**src/rtl/ex_pkg.sv**
```systemverilog
// Shared definitions for the EX stage: ALU op codes, forwarding select
// codes and the multi-cycle unit state encoding.
package ex_pkg;

  typedef enum logic [4:0] {
    OP_ADD   = 5'h00,
    OP_ADDU  = 5'h01,
    OP_SUB   = 5'h02,
    OP_SUBU  = 5'h03,
    OP_AND   = 5'h04,
    OP_OR    = 5'h05,
    OP_XOR   = 5'h06,
    OP_NOR   = 5'h07,
    OP_SLT   = 5'h08,
    OP_SLTU  = 5'h09,
    OP_SLL   = 5'h0A,
    OP_SRL   = 5'h0B,
    OP_SRA   = 5'h0C,
    OP_LUI   = 5'h0D,
    OP_MULT  = 5'h0E,
    OP_MULTU = 5'h0F,
    OP_MFHI  = 5'h10,
    OP_MFLO  = 5'h11,
    OP_DIV   = 5'h12,
    OP_DIVU  = 5'h13
  } alu_op_e;

  // Operand source selects; code 2'b11 falls back to the register value.
  localparam logic [1:0] FWD_REG = 2'b00;
  localparam logic [1:0] FWD_MEM = 2'b01;
  localparam logic [1:0] FWD_WB  = 2'b10;

  typedef enum logic {
    ST_IDLE = 1'b0,
    ST_RUN  = 1'b1
  } ex_state_e;

endpackage

```
**src/rtl/ex_muldiv_unit.sv**
```systemverilog
// Iterative HI/LO unit: one shift-add multiply step (or one restoring
// division step when EX_DIV_EN is defined) per RUN cycle, NB_DATA steps.
// Operands are converted to magnitudes at start and the sign is fixed up
// on the final step, so HI/LO change only at the edge that leaves RUN.
// `state` is exposed so the parent can derive busy and checkers can bind.
module ex_muldiv_unit
  import ex_pkg::*;
#(
  parameter int NB_DATA = 32
) (
  input  logic               clk,
  input  logic               rst,
  input  logic               start,
  input  logic [4:0]         op,
  input  logic [NB_DATA-1:0] a,
  input  logic [NB_DATA-1:0] b,
  output ex_state_e          state,
  output logic [NB_DATA-1:0] hi,
  output logic [NB_DATA-1:0] lo
);

  localparam int CW  = $clog2(NB_DATA);
  localparam int MSB = NB_DATA - 1;

  ex_state_e            state_next;
  logic [CW-1:0]        cnt;
  logic [NB_DATA-1:0]   acc_hi, acc_lo, mcand;
  logic                 neg_lo;
  logic                 is_signed, a_neg, b_neg, last;
  logic [NB_DATA-1:0]   a_mag, b_mag, step_hi, step_lo;
  logic [NB_DATA:0]     mul_sum;
  logic [2*NB_DATA-1:0] mul_prod;
`ifdef EX_DIV_EN
  logic                 is_div, div_op, div_zero, div_ge, neg_hi;
  logic [NB_DATA:0]     div_shift;
`endif

  assign last = (cnt == CW'(NB_DATA - 1));

  // Operand sign detection and magnitude conversion at start.
  always_comb begin
    is_signed = (op == OP_MULT);
`ifdef EX_DIV_EN
    is_signed = is_signed | (op == OP_DIV);
    div_op    = (op == OP_DIV) | (op == OP_DIVU);
`endif
    a_neg = is_signed & a[MSB];
    b_neg = is_signed & b[MSB];
    a_mag = a_neg ? -a : a;
    b_mag = b_neg ? -b : b;
  end

  // FSM state register.
  always_ff @(posedge clk) begin
    if (rst) state <= ST_IDLE;
    else     state <= state_next;
  end

  // FSM next state: IDLE -> RUN on start, RUN -> IDLE after the last step.
  always_comb begin
    state_next = state;
    case (state)
      ST_IDLE: if (start) state_next = ST_RUN;
      ST_RUN:  if (last)  state_next = ST_IDLE;
      default: state_next = ST_IDLE;
    endcase
  end

  // One iteration step; mul_prod is the sign-corrected final product.
  always_comb begin
    mul_sum = {1'b0, acc_hi} + (acc_lo[0] ? {1'b0, mcand} : '0);
    step_hi = mul_sum[NB_DATA:1];
    step_lo = {mul_sum[0], acc_lo[MSB:1]};
`ifdef EX_DIV_EN
    div_shift = {acc_hi, acc_lo[MSB]};
    div_ge    = (div_shift >= {1'b0, mcand});
    if (is_div) begin
      // The difference always fits NB_DATA bits because it is below mcand.
      step_hi = div_ge ? (div_shift[MSB:0] - mcand) : div_shift[MSB:0];
      step_lo = {acc_lo[MSB-1:0], div_ge};
    end
`endif
    mul_prod = {step_hi, step_lo};
    if (neg_lo) mul_prod = -mul_prod;
  end

  // Datapath: load magnitudes at start, iterate in RUN, commit HI/LO on last step.
  always_ff @(posedge clk) begin
    if (rst) begin
      cnt    <= '0;
      acc_hi <= '0;
      acc_lo <= '0;
      mcand  <= '0;
      neg_lo <= 1'b0;
      hi     <= '0;
      lo     <= '0;
`ifdef EX_DIV_EN
      is_div   <= 1'b0;
      div_zero <= 1'b0;
      neg_hi   <= 1'b0;
`endif
    end else if (state == ST_IDLE) begin
      if (start) begin
        cnt    <= '0;
        acc_hi <= '0;
        acc_lo <= a_mag;
        mcand  <= b_mag;
        neg_lo <= a_neg ^ b_neg;
`ifdef EX_DIV_EN
        is_div   <= div_op;
        div_zero <= (b == '0);
        neg_hi   <= a_neg;
`endif
      end
    end else begin
      acc_hi <= step_hi;
      acc_lo <= step_lo;
      cnt    <= cnt + 1'b1;
      if (last) begin
`ifdef EX_DIV_EN
        if (is_div) begin
          // Divide by zero: quotient all ones, remainder reproduces the dividend.
          lo <= div_zero ? '1 : (neg_lo ? -step_lo : step_lo);
          hi <= neg_hi ? -step_hi : step_hi;
        end else begin
          {hi, lo} <= mul_prod;
        end
`else
        {hi, lo} <= mul_prod;
`endif
      end
    end
  end

endmodule

```
**src/rtl/seg_execute_pipe.sv**
```systemverilog
// MIPS EX stage with integrated EX/MEM register: forwarding muxes, ALU with
// signed overflow detection and an iterative HI/LO multiply unit.
// Optional feature macro: EX_DIV_EN adds iterative DIV/DIVU.
//
// Handshake: an instruction is consumed when i_valid & ~o_busy & ~i_stall &
// ~i_flush. EX/MEM update priority is reset > flush (bubble) > stall (hold)
// > consumed single-cycle op (load) > anything else (bubble). A consumed
// multi-cycle op loads a bubble and raises o_busy for NB_DATA cycles.
module seg_execute_pipe
  import ex_pkg::*;
#(
  parameter int NB_DATA     = 32,
  parameter int NB_REG_ADDR = 5,
  parameter int NB_CTRL_WB  = 2,
  parameter int NB_CTRL_M   = 3,
  parameter int NB_ALU_OP   = 5
) (
  input  logic                   i_clk,
  input  logic                   i_rst,
  input  logic                   i_valid,
  input  logic                   i_stall,
  input  logic                   i_flush,
  input  logic [NB_DATA-1:0]     i_pc,
  input  logic [NB_DATA-1:0]     i_rs_data,
  input  logic [NB_DATA-1:0]     i_rt_data,
  input  logic [NB_DATA-1:0]     i_imm,
  input  logic [4:0]             i_shamt,
  input  logic [NB_REG_ADDR-1:0] i_rt,
  input  logic [NB_REG_ADDR-1:0] i_rd,
  input  logic [NB_ALU_OP-1:0]   i_alu_op,
  input  logic                   i_alu_src,
  input  logic                   i_reg_dst,
  input  logic [1:0]             i_fwd_a_sel,
  input  logic [1:0]             i_fwd_b_sel,
  input  logic [NB_DATA-1:0]     i_mem_fwd_data,
  input  logic [NB_DATA-1:0]     i_wb_fwd_data,
  input  logic [NB_CTRL_WB-1:0]  i_ctrl_wb,
  input  logic [NB_CTRL_M-1:0]   i_ctrl_m,
  output logic                   o_busy,
  output logic                   o_valid,
  output logic [NB_DATA-1:0]     o_pc,
  output logic [NB_DATA-1:0]     o_alu_result,
  output logic                   o_alu_zero,
  output logic                   o_overflow,
  output logic [NB_DATA-1:0]     o_store_data,
  output logic [NB_REG_ADDR-1:0] o_wr_reg,
  output logic [NB_CTRL_WB-1:0]  o_ctrl_wb,
  output logic [NB_CTRL_M-1:0]   o_ctrl_m
);

  localparam int MSB = NB_DATA - 1;

  logic [NB_DATA-1:0] op_a, rt_fwd, op_b, sum, diff, alu_res, hi, lo;
  logic               alu_ovf, is_single, is_md, accept, load, md_start;
  ex_state_e          mdu_state;

  // Forwarding muxes; store data always takes the forwarded rt value.
  always_comb begin
    if (i_fwd_a_sel == FWD_MEM)     op_a = i_mem_fwd_data;
    else if (i_fwd_a_sel == FWD_WB) op_a = i_wb_fwd_data;
    else                            op_a = i_rs_data;
    if (i_fwd_b_sel == FWD_MEM)     rt_fwd = i_mem_fwd_data;
    else if (i_fwd_b_sel == FWD_WB) rt_fwd = i_wb_fwd_data;
    else                            rt_fwd = i_rt_data;
    op_b = i_alu_src ? i_imm : rt_fwd;
  end

  assign sum  = op_a + op_b;
  assign diff = op_a - op_b;

  // ALU result, signed overflow and op classification.
  always_comb begin
    alu_res   = '0;
    alu_ovf   = 1'b0;
    is_single = 1'b1;
    is_md     = 1'b0;
    case (i_alu_op)
      OP_ADD: begin
        alu_res = sum;
        alu_ovf = (op_a[MSB] == op_b[MSB]) && (sum[MSB] != op_a[MSB]);
      end
      OP_ADDU: alu_res = sum;
      OP_SUB: begin
        alu_res = diff;
        alu_ovf = (op_a[MSB] != op_b[MSB]) && (diff[MSB] != op_a[MSB]);
      end
      OP_SUBU:  alu_res = diff;
      OP_AND:   alu_res = op_a & op_b;
      OP_OR:    alu_res = op_a | op_b;
      OP_XOR:   alu_res = op_a ^ op_b;
      OP_NOR:   alu_res = ~(op_a | op_b);
      OP_SLT:   alu_res = {{(NB_DATA-1){1'b0}}, ($signed(op_a) < $signed(op_b))};
      OP_SLTU:  alu_res = {{(NB_DATA-1){1'b0}}, (op_a < op_b)};
      OP_SLL:   alu_res = op_b << i_shamt;
      OP_SRL:   alu_res = op_b >> i_shamt;
      OP_SRA:   alu_res = $unsigned($signed(op_b) >>> i_shamt);
      OP_LUI:   alu_res = op_b << 16;
      OP_MFHI:  alu_res = hi;
      OP_MFLO:  alu_res = lo;
      OP_MULT, OP_MULTU: begin
        is_single = 1'b0;
        is_md     = 1'b1;
      end
`ifdef EX_DIV_EN
      OP_DIV, OP_DIVU: begin
        is_single = 1'b0;
        is_md     = 1'b1;
      end
`endif
      default: is_single = 1'b0;
    endcase
  end

  assign o_busy   = (mdu_state == ST_RUN);
  assign accept   = i_valid & ~o_busy & ~i_stall & ~i_flush;
  assign load     = accept & is_single;
  assign md_start = accept & is_md;

  // EX/MEM register: flush/idle load a bubble, stall holds, accepted op loads.
  always_ff @(posedge i_clk) begin
    if (i_rst || i_flush || (!i_stall && !load)) begin
      o_valid      <= 1'b0;
      o_pc         <= '0;
      o_alu_result <= '0;
      o_alu_zero   <= 1'b0;
      o_overflow   <= 1'b0;
      o_store_data <= '0;
      o_wr_reg     <= '0;
      o_ctrl_wb    <= '0;
      o_ctrl_m     <= '0;
    end else if (load) begin
      o_valid      <= 1'b1;
      o_pc         <= i_pc;
      o_alu_result <= alu_res;
      o_alu_zero   <= (alu_res == '0);
      o_overflow   <= alu_ovf;
      o_store_data <= rt_fwd;
      o_wr_reg     <= i_reg_dst ? i_rd : i_rt;
      // An overflowing ADD/SUB must not write the register file.
      o_ctrl_wb    <= i_ctrl_wb & ~NB_CTRL_WB'(alu_ovf);
      o_ctrl_m     <= i_ctrl_m;
    end
  end

  ex_muldiv_unit #(
    .NB_DATA(NB_DATA)
  ) u_muldiv (
    .clk   (i_clk),
    .rst   (i_rst),
    .start (md_start),
    .op    (i_alu_op[4:0]),
    .a     (op_a),
    .b     (op_b),
    .state (mdu_state),
    .hi    (hi),
    .lo    (lo)
  );

endmodule

```
**config.mk**
```make
export PLATFORM = sky130hd
export DESIGN_NAME = seg_execute_pipe
export DESIGN_NICKNAME = d
export VERILOG_FILES = /design/src/rtl/ex_pkg.sv /design/src/rtl/ex_muldiv_unit.sv /design/src/rtl/seg_execute_pipe.sv
export SDC_FILE = /design/constraint.sdc
export NUM_CORES = 1
export LEC_CHECK = 0
export BUFFER_PORTS_ARGS = -buffer_cell sky130_fd_sc_hd__clkbuf_2
export CORE_UTILIZATION = 30
export CTS_CLUSTER_SIZE = 16
export DETAILED_ROUTE_END_ITERATION = 7
export SLEW_MARGIN = 20
export SYNTH_ARGS = -nofsm -noshare
export SYNTH_HDL_FRONTEND = slang
export SYNTH_SLANG_ARGS = --single-unit
```
**constraint.sdc**
```tcl
create_clock -name i_clk -period 13.5 [get_ports i_clk]
set_clock_uncertainty 0.2 [all_clocks]
set_input_delay 1.35 -clock i_clk [delete_from_list [all_inputs] [get_ports i_clk]]
set_output_delay 1.35 -clock i_clk [all_outputs]
set_load 0.02 [all_outputs]
```
# Word-level counts from Yosys, hierarchy flattened
# Index checks and enable logic that the tools add are counted.
# totals
wordCells	111
regBits	276
out_inout_bits	110
# op_classes
n_reduce_logical	16
add_sub_neg	7
shift	3
eq_ne	26
n_lt_le_gt_ge	2
bitwise	17
mux	23
# op_table
operator	count
case mux 32 bit (14 select lines)	1
2-to-1 mux 32 bit	12
less-than comparator 32 bit	2
2-to-1 mux 64 bit	1
negation 32 bit	2
negation 64 bit	1
equality test 5 x 4 -> 1 bit, second input constant	8
adder 32 x 33 -> 33 bit	1
adder 32 bit	1
bitwise AND 32 bit	1
zero test 32 bit	1
inverter 32 bit	1
bitwise OR 32 bit	1
<< shifter 32 x 5 -> 32 bit	1
right shift 32 x 5 -> 32 bit	1
>>> shifter 32 x 5 -> 32 bit	1
subtractor 32 bit	1
XOR 32 bit	1
equality test 5 x 3 -> 1 bit, second input constant	4
OR reduction 16 bit	1
equality test 5 bit, second input constant	3
2-to-1 mux 5 bit	3
equality test 5 x 2 -> 1 bit, second input constant	2
bitwise AND 1 bit	7
19 further kinds	36

# Depth between registers and ports, before layout
# depth
ltp_word	10
mapped_depth	23

# Cells and area by module
# A second synthesis with hierarchy kept.
# unflattened
cells_unflattened	3781
area_unflattened_um2	28184.5
# by_module_without_submodules
mod	cells_per_inst	seq_area_each_um2	area_each_um2	instances
seg_execute_pipe	2355	2182.1	17292.8	1
ex_muldiv_unit	1426	3343.2	10891.7	1

# Worst setup path before layout
# No wires, ideal clock.
# synth_path
path_type	input-to-reg
startpoint	input port i_fwd_a_sel[1]
endpoint	register o_alu_zero
setup_slack_ns	6.604
t_arrival_ns	6.627
path_buffers	7
path_stages	20
path_cell_list	clkbuf_1 > clkbuf_1 > buf_2 > buf_2 > buf_1 > clkbuf_1 > a211oi_1 > a21oi_1 > ha_1 > clkbuf_1 > or3_1 > nor4_1 > o31ai_1 > and3_1 > o41ai_1 > and2_1 > nor4_1 > o32a_1 > or4b_2 > o21ai_1
# synth_via
elab_chain_len	7
# synth_lines
element	line	source
start: declaration	seg_execute_pipe.sv:33	input logic [1:0] i_fwd_a_sel,
equality test 2 bit	seg_execute_pipe.sv:60	else if (i_fwd_a_sel == FWD_WB) op_a = i_wb_fwd_data;
2-to-1 mux 32 bit	seg_execute_pipe.sv:60	
2-to-1 mux 32 bit *	seg_execute_pipe.sv:59	if (i_fwd_a_sel == FWD_MEM) op_a = i_mem_fwd_data;
branches (longest 2 deep; another with subtractor 32 bit)	n/a	
case mux 32 bit (14 select lines) *	seg_execute_pipe.sv:77	case (i_alu_op)
zero test 32 bit *	seg_execute_pipe.sv:135	o_alu_zero <= (alu_res == '0);
end signal: assignment	seg_execute_pipe.sv:135	
end: declaration	seg_execute_pipe.sv:43	output logic o_alu_zero,
# Mark *: on every way between the ends.
# A chain may end at the register's enable or synchronous reset.

# Worst setup path in the final report
# layout_path
startpoint	input port i_fwd_b_sel[1]
endpoint	register o_alu_zero
# layout_via
elab_chain_len	8
# layout_lines
element	line	source
start: declaration	seg_execute_pipe.sv:34	input logic [1:0] i_fwd_b_sel,
equality test 2 bit	seg_execute_pipe.sv:63	else if (i_fwd_b_sel == FWD_WB) rt_fwd = i_wb_fwd_data;
2-to-1 mux 32 bit	seg_execute_pipe.sv:63	
2-to-1 mux 32 bit *	seg_execute_pipe.sv:62	if (i_fwd_b_sel == FWD_MEM) rt_fwd = i_mem_fwd_data;
2-to-1 mux 32 bit *	seg_execute_pipe.sv:65	op_b = i_alu_src ? i_imm : rt_fwd;
branches (longest 2 deep; another with subtractor 32 bit)	n/a	
case mux 32 bit (14 select lines) *	seg_execute_pipe.sv:77	
zero test 32 bit *	seg_execute_pipe.sv:135	
# Marked as above.

==> impl_results.rst <==
.. list-table::
   :header-rows: 1

   * - Metric
     - Value
   * - Status
     - finished, final reports clean
   * - Critical path type
     - input pin to flip-flop
   * - Number of placement rows
     - 112
   * - Cell leakage power
     - 13.1 nW
   * - Antenna violations before repair
     - 7
   * - Total global routing overflow
     - 0
   * - Clock Sink Count
     - 276
   * - Setup crit end kind
     - flip-flop
   * - Final number of hold-violating endpoints
     - 0
   * - Port bufs
     - 337
   * - First-pass DRT Iterations
     - 6
   * - Synthesized net count
     - 4219
   * - Routability congestion estimate from global placement
     - 1.07
   * - Pins Over Slew Limit
     - 0
   * - Via count of the first global-routing pass
     - 29921
   * - Achievable clock frequency
     - 131 MHz
   * - Critical Path, Cell by Cell
     - buf_4 > mux2i_1 > mux2i_1 > mux2i_1 > inv_1 > ha_1 > o311ai_1 > a211oi_1 > nor3_1 > o21ai_1 > a21oi_1 > o21ai_1 > a21oi_1 > o211ai_1 > a211o_1 > or4b_2 > o21ai_1
   * - Fin nets
     - 4376
   * - Buffering stage count on the worst path with inverters included
     - 2
   * - Minimum clock period
     - 7620 ps
   * - Area growth syn-to-layout
     - 14.5%
   * - Die width
     - 310 um
   * - Slowest CP cell
     - mux2i_1
   * - Total number of vias
     - 32342
   * - Synthesized area
     - 0.0284 mm2
   * - CTS tree
     - yes
   * - Share of cells above drive strength 1
     - 16.3%
   * - Post_cts resized
     - 0
   * - RSZ-0062 raised after global routing
     - false
   * - Number of placed I/O pins
     - 338
   * - Commonest register cell after synthesis
     - dfxtp_1
   * - Hold-fix buffers, CTS
     - 0
   * - Setup slack of the worst register-to-register path
     - 8070 ps
   * - Worst setup path endpoint
     - o_alu_zero
   * - Largest net degree at the start of global routing
     - 89
   * - Mapped Cells
     - 3849
   * - Most common cell after layout, fill and taps aside
     - nand2_1
   * - Detailed Place HPWL
     - 112 mm
   * - Clock latency on the worst-skew pair
     - 590 ps
   * - Critical Path RT
     - 13790 ps
   * - Critical Path Fanout Max
     - 67
   * - H-tree depth reported by CTS
     - 2
   * - Die height
     - 310 um
   * - Global routing usage summed across all routing layers
     - 29.0%
   * - Die footprint
     - 0.0959 mm2
   * - Number of enable flip-flop cells after synthesis
     - 0
   * - First DRT Iteration DRCs
     - 3803
   * - Post-CTS Setup Repair Bufs
     - 0
   * - Destination of the worst register-to-register timing path
     - u_muldiv.hi[30]
   * - Total negative slack for setup checks
     - 0 ps
   * - Share of flip-flops with an asynchronous set or reset
     - 0%
   * - CORE AREA
     - 0.0936 mm2
   * - Actual transition at the worst max-transition pin
     - 1190 ps
   * - Path length in cells of the critical path
     - 17
   * - CP startpoint
     - i_fwd_b_sel[1]
   * - Cell type group with the largest total delay on the critical path
     - compound AO/OA/AOI/OAI gates
   * - Vias per Instance
     - 6.11
   * - Reg2reg start
     - u_muldiv.acc_lo[0]
   * - Max-slew headroom
     - 20.4%
   * - Clock transition at the registers of the reported paths
     - 60 ps
   * - Mean instance size in the synthesized netlist
     - 7.38 um2
   * - Starting density of the core
     - 30.4%
   * - Highest-count cells in the layout ignoring fill and taps
     - nand2_1 (483), a21oi_1 (372), clkbuf_2 (332)
   * - First-pass GRT wire length
     - 207 mm
   * - Yosys warning total
     - 0
   * - Average wire length per cell after detail routing
     - 27.5 um
   * - Flops & latches, synth
     - 276
   * - Power density of the placed cells
     - 89.5 mW/mm2
   * - Root Driver
     - clkbuf_16
   * - DRC violation count after routing
     - 0
   * - Count of fill cells added during filler insertion
     - 10148
   * - Remaining antenna violation count
     - 0
   * - Fraction of the yosys area taken by sequential cells
     - 19.4%
   * - Clock buffers created by TritonCTS
     - 36
   * - Count of cell types in the netlist
     - 97
   * - Util after Layout
     - 34.7%
   * - Final period utilization
     - 56.4%
   * - Worst VDD drop
     - 0.0776 mV
   * - Crit-path max cell delay
     - 940 ps
   * - Crit start category
     - input pin
   * - Final setup viols
     - 0
   * - Total wirelength of the detailed-routed design
     - 146 mm
   * - Worst path arrival time
     - 7910 ps
   * - Maximum capacitance violations
     - 0
   * - Path category of the worst min-delay check
     - flip-flop to flip-flop
   * - Number of buffers on the longest clock path
     - 3
   * - Depth of the most critical reg-to-reg path
     - 16
[per-stage QoR]
| stage | power (mW) | cells | setup slack [ps] | hold WS [ps] | cell area [um2] |
|---|---|---|---|---|---|
| 2_1_floorplan | 1.48 | 3849 | 6600 | 221 | 28400 |
| 3_3_place_gp | 1.88 | 5222 | 5450 | 235 | 31300 |
| 3_5_place_dp | 1.87 | 5222 | 5410 | 242 | 31300 |
| 4_1_cts | 2.89 | 5286 | 5990 | 253 | 32500 |
| 5_1_grt | 3.01 | 5292 | 5610 | 260 | 32500 |
| 6_report | 2.91 | 5295 | 5880 | 249 | 32500 |
[area by class of cell]
class | count | area (um2) | share of cell area, %
diodes | 9 | 22.5 | 0.0693
clock buffers | 49 | 1040 | 3.20
clock inverters | 15 | 173 | 0.531
inverters | 119 | 447 | 1.37
multi-input cells | 3153 | 21400 | 65.9
flip-flops and latches | 276 | 5530 | 17.0
well taps | 1254 | 1570 | 4.82
repair buffers | 420 | 2320 | 7.13
[cell families after synthesis]
kind of cell,share of synthesized area (%)
XOR/XNOR,4.84
AO/OA/AOI/OAI,30.6
flip-flops,19.4
multiplexers,12.0
adder cells (fa/ha/maj),6.33
AND/OR/NAND/NOR,21.2
buffers and inverters,5.63
[worst reg2reg max path, delay by kind of cell (launching register included)]
family          cells  cell delay [ps]
compound gates      7             2180
simple gates        5             1490
fa+ha+maj           2              610
flops               1              290
xor+xnor            1              260
buf+inv             1              230
[power by group]
group | switching [mW] | total [mW] | internal (mW)
clock | 0.400 | 1.00 | 0.600
combinational | 0.742 | 1.09 | 0.347
sequential | 0.00244 | 0.820 | 0.818
total | 1.14 | 2.91 | 1.77
[synth_stat cells, drive strengths merged (56+ instances only)]
cell	count	area share, %
dfxtp	276	19
ha	139	6.1
clkbuf	236	3.1
o211ai	62	1.6
o21ai	221	3.9
a21oi	376	6.6
nor3	64	1.1
nand2	483	6.4
buf	65	0.94
xnor2	103	3.2
mux2	56	2.2
a211oi	94	2.5
mux2i	191	6.7
nand3	72	1.3
inv	114	1.5
nor2	290	3.8
[layer usage]
layer  track usage (%)  vias to the layer above  routed length, um
met1              34.6                    15529              56200
met4              19.6                        2              11000
met2              46.1                     1748              64100
met5             0.404                        -                 45
li1                  -                    14666                  -
met3              6.95                      397              14400
[worst min path at each step]
| stage | from | endpoint | slack (ps) | cells past startpoint |
|---|---|---|---|---|
| 2_1_floorplan | u_muldiv.lo[16] | u_muldiv.lo[16] | 220 | 2 |
| 4_1_cts | o_ctrl_m[2] | o_ctrl_m[2] | 250 | 2 |
| 5_1_grt | u_muldiv.mcand[9] | u_muldiv.mcand[9] | 260 | 2 |
| 3_3_place_gp | u_muldiv.lo[9] | u_muldiv.lo[9] | 230 | 2 |
| 3_5_place_dp | u_muldiv.mcand[19] | u_muldiv.mcand[19] | 240 | 2 |
| 6_report | u_muldiv.hi[18] | u_muldiv.hi[18] | 250 | 2 |
Power figures use the tool's default switching activity.
